`src/rtl/rf_writeback_arbiter.sv`:
```
// Sole register-file writer: merges ALU results with FIFO-buffered load returns and stalls the ALU if loads starve.
// Optional macro RF_WB_PENDING_EN enables the PEND_MASK hazard scoreboard; otherwise PEND_MASK is tied to zero.
module rf_writeback_arbiter #(
  parameter int DEPTH      = 4,
  parameter int STARVE_MAX = 3
) (
  input  logic        CLK,
  input  logic        RST_N,
  input  logic        ALU_VALID,
  input  logic [4:0]  ALU_WA,
  input  logic [31:0] ALU_WD,
  output logic        ALU_STALL,
  input  logic        LD_VALID,
  output logic        LD_READY,
  input  logic [4:0]  LD_WA,
  input  logic [31:0] LD_WD,
  output logic        RF_EN,
  output logic [4:0]  RF_WA,
  output logic [31:0] RF_WD,
  output logic [31:0] PEND_MASK
);

  localparam int AW = $clog2(DEPTH);
  localparam int SW = $clog2(STARVE_MAX + 1);

  typedef struct packed {
    logic [4:0]  wa;
    logic [31:0] wd;
  } ld_ent_t;

  ld_ent_t       mem_q [DEPTH];
  logic [AW:0]   wr_ptr_q, wr_ptr_d;
  logic [AW:0]   rd_ptr_q, rd_ptr_d;
  logic [SW-1:0] starve_q, starve_d;
  logic          rf_en_q, rf_en_d;
  logic [4:0]    rf_wa_q, rf_wa_d;
  logic [31:0]   rf_wd_q, rf_wd_d;

  logic    empty, full, starved, push, pop;
  ld_ent_t head;

  assign empty   = (wr_ptr_q == rd_ptr_q);
  assign full    = (wr_ptr_q[AW] != rd_ptr_q[AW]) &&
                   (wr_ptr_q[AW-1:0] == rd_ptr_q[AW-1:0]);
  assign head    = mem_q[rd_ptr_q[AW-1:0]];
  assign starved = (starve_q == SW'(STARVE_MAX)) && !empty;

  // Loads to x0 complete the handshake but never occupy a slot.
  assign push = LD_VALID && !full && (LD_WA != 5'd0);
  assign pop  = starved || (!ALU_VALID && !empty);

  assign ALU_STALL = starved;
  assign LD_READY  = !full;
  assign RF_EN     = rf_en_q;
  assign RF_WA     = rf_wa_q;
  assign RF_WD     = rf_wd_q;

  always_comb begin
    wr_ptr_d = wr_ptr_q;
    rd_ptr_d = rd_ptr_q;
    starve_d = starve_q;
    rf_en_d  = 1'b0;
    rf_wa_d  = rf_wa_q;
    rf_wd_d  = rf_wd_q;

    if (push) wr_ptr_d = wr_ptr_q + 1'b1;

    if (pop) begin
      rd_ptr_d = rd_ptr_q + 1'b1;
      rf_en_d  = 1'b1;
      rf_wa_d  = head.wa;
      rf_wd_d  = head.wd;
    end else if (ALU_VALID && (ALU_WA != 5'd0)) begin
      rf_en_d = 1'b1;
      rf_wa_d = ALU_WA;
      rf_wd_d = ALU_WD;
    end

    // Without a pop and with entries waiting, ALU_VALID must have won the slot.
    if (pop || empty) begin
      starve_d = '0;
    end else if (ALU_VALID && (starve_q != SW'(STARVE_MAX))) begin
      starve_d = starve_q + 1'b1;
    end
  end

  always_ff @(posedge CLK or negedge RST_N) begin
    if (!RST_N) begin
      wr_ptr_q <= '0;
      rd_ptr_q <= '0;
      starve_q <= '0;
      rf_en_q  <= 1'b0;
      rf_wa_q  <= '0;
      rf_wd_q  <= '0;
    end else begin
      wr_ptr_q <= wr_ptr_d;
      rd_ptr_q <= rd_ptr_d;
      starve_q <= starve_d;
      rf_en_q  <= rf_en_d;
      rf_wa_q  <= rf_wa_d;
      rf_wd_q  <= rf_wd_d;
    end
  end

  // Storage needs no reset: the pointers define which entries are live.
  always_ff @(posedge CLK) begin
    if (push) mem_q[wr_ptr_q[AW-1:0]] <= '{wa: LD_WA, wd: LD_WD};
  end

`ifdef RF_WB_PENDING_EN
  logic [AW:0]  count;
  logic [31:0]  pend;

  assign count = wr_ptr_q - rd_ptr_q;

  always_comb begin
    pend = '0;
    for (int i = 0; i < DEPTH; i++) begin
      if ((AW+1)'(i) < count) pend[mem_q[rd_ptr_q[AW-1:0] + AW'(i)].wa] = 1'b1;
    end
    if (rf_en_q) pend[rf_wa_q] = 1'b1;
    pend[0] = 1'b0;
  end

  assign PEND_MASK = pend;
`else
  assign PEND_MASK = 32'h0;
`endif

endmodule

```
`config.mk`:
```
export PLATFORM = sky130hd
export DESIGN_NAME = rf_writeback_arbiter
export DESIGN_NICKNAME = d
export VERILOG_FILES = /design/src/rtl/rf_writeback_arbiter.sv
export SDC_FILE = /design/constraint.sdc
export NUM_CORES = 1
export LEC_CHECK = 0
export BUFFER_PORTS_ARGS = -buffer_cell sky130_fd_sc_hd__buf_2
export CAP_MARGIN = 5
export CORE_UTILIZATION = 40
export DETAILED_ROUTE_END_ITERATION = 6
export PLACE_DENSITY = 0.71
export REMOVE_ABC_BUFFERS = 1
export SLEW_MARGIN = 25
export SYNTH_ARGS = -nofsm -noshare
export SYNTH_HDL_FRONTEND = slang
export SYNTH_SLANG_ARGS = --single-unit
```
`constraint.sdc`:
```
create_clock -name CLK -period 5 [get_ports CLK]
set_clock_uncertainty 0.15 [all_clocks]
set_input_delay 1 -clock CLK [delete_from_list [all_inputs] [get_ports CLK]]
set_output_delay 1 -clock CLK [all_outputs]
set_load 0.01 [all_outputs]
```
==> Yosys cells after proc, flatten, opt, wreduce, memory -nomap -nowiden <==
Memories as Yosys holds them, arrays and structs flattened.
Index checks and enable logic that the tools add are counted.
{ "totals": {"register_bits": 46, "latch_bits": 0, "ramBits": 148, "romBits": 0, "in_bits": 78, "memories": 1} }
{ "classes": {"n_addsub": 3, "multipliers": 0, "div": 0, "magnitude_cmp": 0, "eq_ne": 5, "shifts": 0, "mux": 10, "bitwise_logic": 0, "reduce_logical": 16} }
{ "mem_list": {"columns": ["memory", "words", "word_bits", "rd", "rd_clocked_by_memory_dff", "wr", "line", "text"], "rows": [
  ["mem_q", 4, 37, 1, 0, 1, "31", "ld_ent_t mem_q [DEPTH];"]
]} }
{ "ops": {"columns": ["operator", "n"], "rows": [
  ["32-bit two-way mux", 2],
  ["5-bit two-way mux", 2],
  ["5-bit nonzero test", 2],
  ["1-bit logical AND", 7],
  ["3-bit by 1-bit adder with 3-bit output, second input constant", 2],
  ["1-bit two-way mux", 4],
  ["2-bit two-way mux", 2],
  ["2-bit nonzero test", 2],
  ["3-bit == test", 1],
  ["1-bit logical NOT", 3],
  ["2-bit by 1-bit adder with 2-bit output, second input constant", 1],
  ["2-bit == test", 1],
  ["2-bit == test, second input constant", 1],
  ["1-bit logical OR", 2],
  ["2-bit inequality test, second input constant", 1],
  ["1-bit inequality test", 1]
]} }

==> Longest topological paths before layout <==
{ "depth": {"word_depth": 7, "ltp_mapped": 6, "depth_no_buf": 5} }

==> Worst setup path before layout <==
No wires, ideal clock.
{ "synth_path": {"path_type": "input -> register", "from": "input port LD_WA[0]", "to": "memory mem_q[3][0] (netlist bit) (enable)", "arrival_time_ps": 2711, "t_required_ps": 4422, "slack_ps": 1711, "cell_stages": 3, "cell_sequence": "or4_1 o21ai_2 nor3b_2"} }
{ "synth_between": {"elab_chain_cells": 4} }
{ "synth_lines": {"columns": ["element", "line", "text"], "rows": [
  ["from (decl)", "15", "input logic [4:0] LD_WA,"],
  ["5-bit nonzero test", "49", "assign push = LD_VALID && !full && (LD_WA != 5'd0);"],
  ["1-bit logical AND", "49", null],
  ["1-bit two-way mux", "107", "if (push) mem_q[wr_ptr_q[AW-1:0]] <= '{wa: LD_WA, wd: LD_WD};"],
  ["1-bit two-way mux (implied by the code)", "107", null],
  ["to (decl)", "31", null]
]} }
No other way between the ends.

==> Worst setup path in the final report <==
{ "layout_path": {"from": "register wr_ptr_q[0]", "to": "output port ALU_STALL"} }
{ "layout_between": {"elab_chain_cells": 3} }
{ "layout_lines": {"columns": ["element", "line", "text"], "rows": [
  ["from (decl)", "32", "logic [AW:0] wr_ptr_q, wr_ptr_d;"],
  ["from (signal assigned)", "96", "wr_ptr_q <= wr_ptr_d;"],
  ["3-bit == test", "42", "assign empty = (wr_ptr_q == rd_ptr_q);"],
  ["1-bit logical NOT", "46", "assign starved = (starve_q == SW'(STARVE_MAX)) && !empty;"],
  ["1-bit logical AND", "46", null],
  ["to (decl)", "12", "output logic ALU_STALL,"]
]} }
No other way between the ends.

==> key figures <==
CTS
  • Hold_buf cts: 0
  • CTS Buf Count: 17
  • Clock slew at reported path FFs: 0.07 ns
  • Skew-Pair Late Insertion Delay: 0.42 ns
  • Root buf cell: clkbuf_16
  • Post-CTS Setup Inserts: 0
  • Clk sinks: 194
  • # resized after CTS: 0
  • Longest Clk Path Bufs: 2
  • H-tree lvl count: 4
  • CTS tree: built

Outcome
  • Status: finished, final reports clean

Placement
  • Placed inst area: 0.00864 sq mm
  • Global placement routability congestion: 0.775
  • Post-DP HPWL: 10,400 um
  • Port bufs: 117

Setup path
  • Crit. End Element: primary output
  • Worst r2r src: rd_ptr_q[2]$_DFFE_PN0N_
  • Reg2Reg Depth: 4
  • Critical Path, Cell by Cell: xnor2_2 -> nand3_2 -> nand2_1 -> inv_1 -> buf_2
  • CP Class: flip-flop to primary output
  • RR Endpoint: mem_q[3][34]$_DFFE_PP_
  • R2R Setup Slk: 2.44 ns
  • Bufs and invs on worst path: 2
  • Worst Setup Start Kind: flip-flop
  • Data arrival, critical path: 1.70 ns
  • Required @ worst endpoint: 3.85 ns
  • Crit-path max cell delay: 0.45 ns
  • Crit-path leading delay family: flip-flops
  • Critical-path top delay cell: dfrtp_1
  • CP max FO: 6

Synthesis
  • Register area share after synthesis: 70.4%
  • Mapped cell area: 0.00794 sq mm
  • Register bit total from synthesis: 194
  • Warnings, synthesis: 0
  • Mapped Avg Cell Area: 17.8 sq um
  • Async set-reset flop share out of synthesis: 23.7%
  • Dominant synthesized flop cell: edfxtp_1
  • Post-synth top area cell: edfxtp_1
  • Number of enable flip-flop cells after synthesis: 148
  • Post-Syn Instances: 445
  • Most frequent cell after synthesis: edfxtp_1
  • Area share of the largest cell type after synthesis: 56.0%
  • Synth top area cells: edfxtp_1 56%, dfrtp_1 14%, mux4_2 7.9%
  • Top cells by count, synth: 148 x edfxtp_1, 46 x dfrtp_1, 41 x nand2_1, 37 x buf_4, 35 x a2bb2oi_1
  • Synth unique cells: 38

Power
  • Seq pwr share: 44.0%
  • Clk pwr share: 22.6%
  • Leakage: 0.00350 uW
  • Max VDD drop: 312 uV
  • Pint: 3800 uW
  • Switching pwr: 1700 uW
  • Switching Share: 31.0%
  • Comb pwr share: 33.4%
  • Cell Pwr Density: 595 mW/mm^2

Final layout
  • Share of cells above drive strength 1: 35.3%
  • Design area: 0.00923 sq mm
  • Post-layout util: 47.4%
  • Area delta synth->final: 16.2%
  • Fill cells: 1,681
  • Final nets: 644

Timing
  • TNS Setup: 0 ns
  • Final hold vios: 0
  • Slew HR: 45.1%
  • Pins Over Slew Limit: 0
  • Fmax: 351 MHz
  • Period utilization: 57.0%
  • Crit path time final: 2.85 ns
  • Worst-margin pin slew: 0.823 ns
  • Count of final setup violators: 0
  • RSZ-0062 raised after global routing: no

Global routing
  • First-pass GRT wire length: 24,900 um
  • Vias in the first global route: 4,519
  • Largest net degree at the start of global routing: 47
  • Initial antenna violation count: 1
  • Gr usage total: 17.1%
  • Grt ovf: 0

Drt
  • Drt first pass iters: 5
  • WL final: 16,400 um
  • DR WL/cell: 19.6 um
  • Post-route ant nets: 0
  • Post-DR vias/cell: 5.16
  • Via count: 4,330
  • Starting DRT DRC Count: 249
  • DRC: 0

Job
  • Max-cap violations: 0

Worst hold path
  • Type of the worst min-delay path: flip-flop to flip-flop
  • Worst hold endpoint: starve_q[0]$_DFFE_PN0P_
  • HP Start: starve_q[0]$_DFFE_PN0P_
  • WHS Path Cells: 1

Die
  • Die height: 143 um
  • Die area: 0.0204 sq mm
  • Starting Density: 40.8%
  • # IOs: 150
  • Chip width: 143 um
  • Core outline area: 0.0195 sq mm
  • Row cnt: 51
## placed cells by master, fill, tap and decap left out, types with 2 or more instances in the layout
cell type | netlist | layout
a21oi_1 | 3 | 3
a2bb2oi_1 | 35 | 35
a31oi_1 | 32 | 32
and2_4 | 0 | 3
buf_2 | 10 | 116
buf_4 | 37 | 5
clkbuf_16 | 0 | 17
clkinv_2 | 0 | 7
clkinv_4 | 0 | 3
clkinvlp_4 | 0 | 2
conb_1 | 1 | 32
dfrtp_1 | 46 | 44
dfrtp_2 | 0 | 2
edfxtp_1 | 148 | 148
ha_1 | 6 | 6
inv_1 | 6 | 6
mux2_4 | 2 | 2
mux4_1 | 9 | 9
mux4_2 | 28 | 28
nand2_1 | 41 | 40
xnor2_1 | 2 | 2
xnor2_2 | 3 | 3
xor2_1 | 2 | 2
## how the worst max path moves through the flow
stage / slack, ns / cells after the start / endpoint / startpoint
final: 2.15 / 5 / ALU_STALL / wr_ptr_q[0]$_DFFE_PN0P_
after floorplan: 0.82 / 3 / mem_q[3][0]$_DFFE_PP_ / rd_ptr_q[0]$_DFFE_PN0N_
after global routing: 2.04 / 5 / ALU_STALL / wr_ptr_q[0]$_DFFE_PN0P_
after CTS: 2.02 / 4 / mem_q[3][34]$_DFFE_PP_ / rd_ptr_q[2]$_DFFE_PN0N_
after detailed placement: 1.69 / 5 / mem_q[3][28]$_DFFE_PP_ / LD_WA[2]
after global placement: 1.75 / 5 / mem_q[3][36]$_DFFE_PP_ / LD_WA[2]
## power groups by stage
stage | Combinational, uW | Sequential, uW | Clock, uW
after floorplan | 1070 | 2590 | 0
after global placement | 1790 | 2430 | 0
after detailed placement | 1840 | 2460 | 0
after CTS | 1850 | 2430 | 1270
after global routing | 2000 | 2460 | 1330
final | 1840 | 2420 | 1240
## sequential cells by signal, indices dropped and copies added (netlist names)
register / cells
mem_q: 148
RF_EN: 1
RF_WA: 5
rd_ptr_q: 3
wr_ptr_q: 3
starve_q: 2
RF_WD: 32
## cell type report
class | instances | area [sq um] | share of cell area (%)
Inverter | 6 | 22.5 | 0.244
Clock buffer | 17 | 425 | 4.61
Sequential cell | 194 | 5600 | 60.6
Multi-Input combinational cell | 218 | 2080 | 22.5
Antenna cell | 1 | 2.50 | 0.0271
Clock inverter | 15 | 119 | 1.29
Tap cell | 265 | 332 | 3.59
Timing Repair Buffer | 123 | 657 | 7.12
## routing by layer
layer,track usage (%),share of wire [%],vias to the layer above
met3,4.29,5.3,12
li1,-,-,1939
met4,5.26,1.2,0
met5,0,0,-
met2,30.9,54,169
met1,19.8,40,2210
## logic make-up (layout without fill, tap and decap cells)
| group | after synthesis | after routing | share of synthesized area (%) |
|---|---|---|---|
| flops | 194 | 194 | 70.4 |
| other cells | 1 | 33 | 0.0472 |
| simple gates | 53 | 53 | 3.10 |
| compound gates | 80 | 80 | 7.66 |
| xor+xnor | 7 | 7 | 1.06 |
| mux | 40 | 40 | 11.4 |
| buf+inv | 64 | 161 | 5.31 |
| fa+ha+maj | 6 | 6 | 0.945 |
## through the flow
step,std cells,worst slack (ns),hold slack (ns),total power (uW)
after floorplan,418,0.818,0.257,3660
after global placement,804,1.75,0.268,4220
after detailed placement,804,1.69,0.287,4300
after CTS,836,2.02,0.296,5550
after global routing,839,2.04,0.320,5790
final,839,2.15,0.295,5500
(Power assumes the default switching activity.)
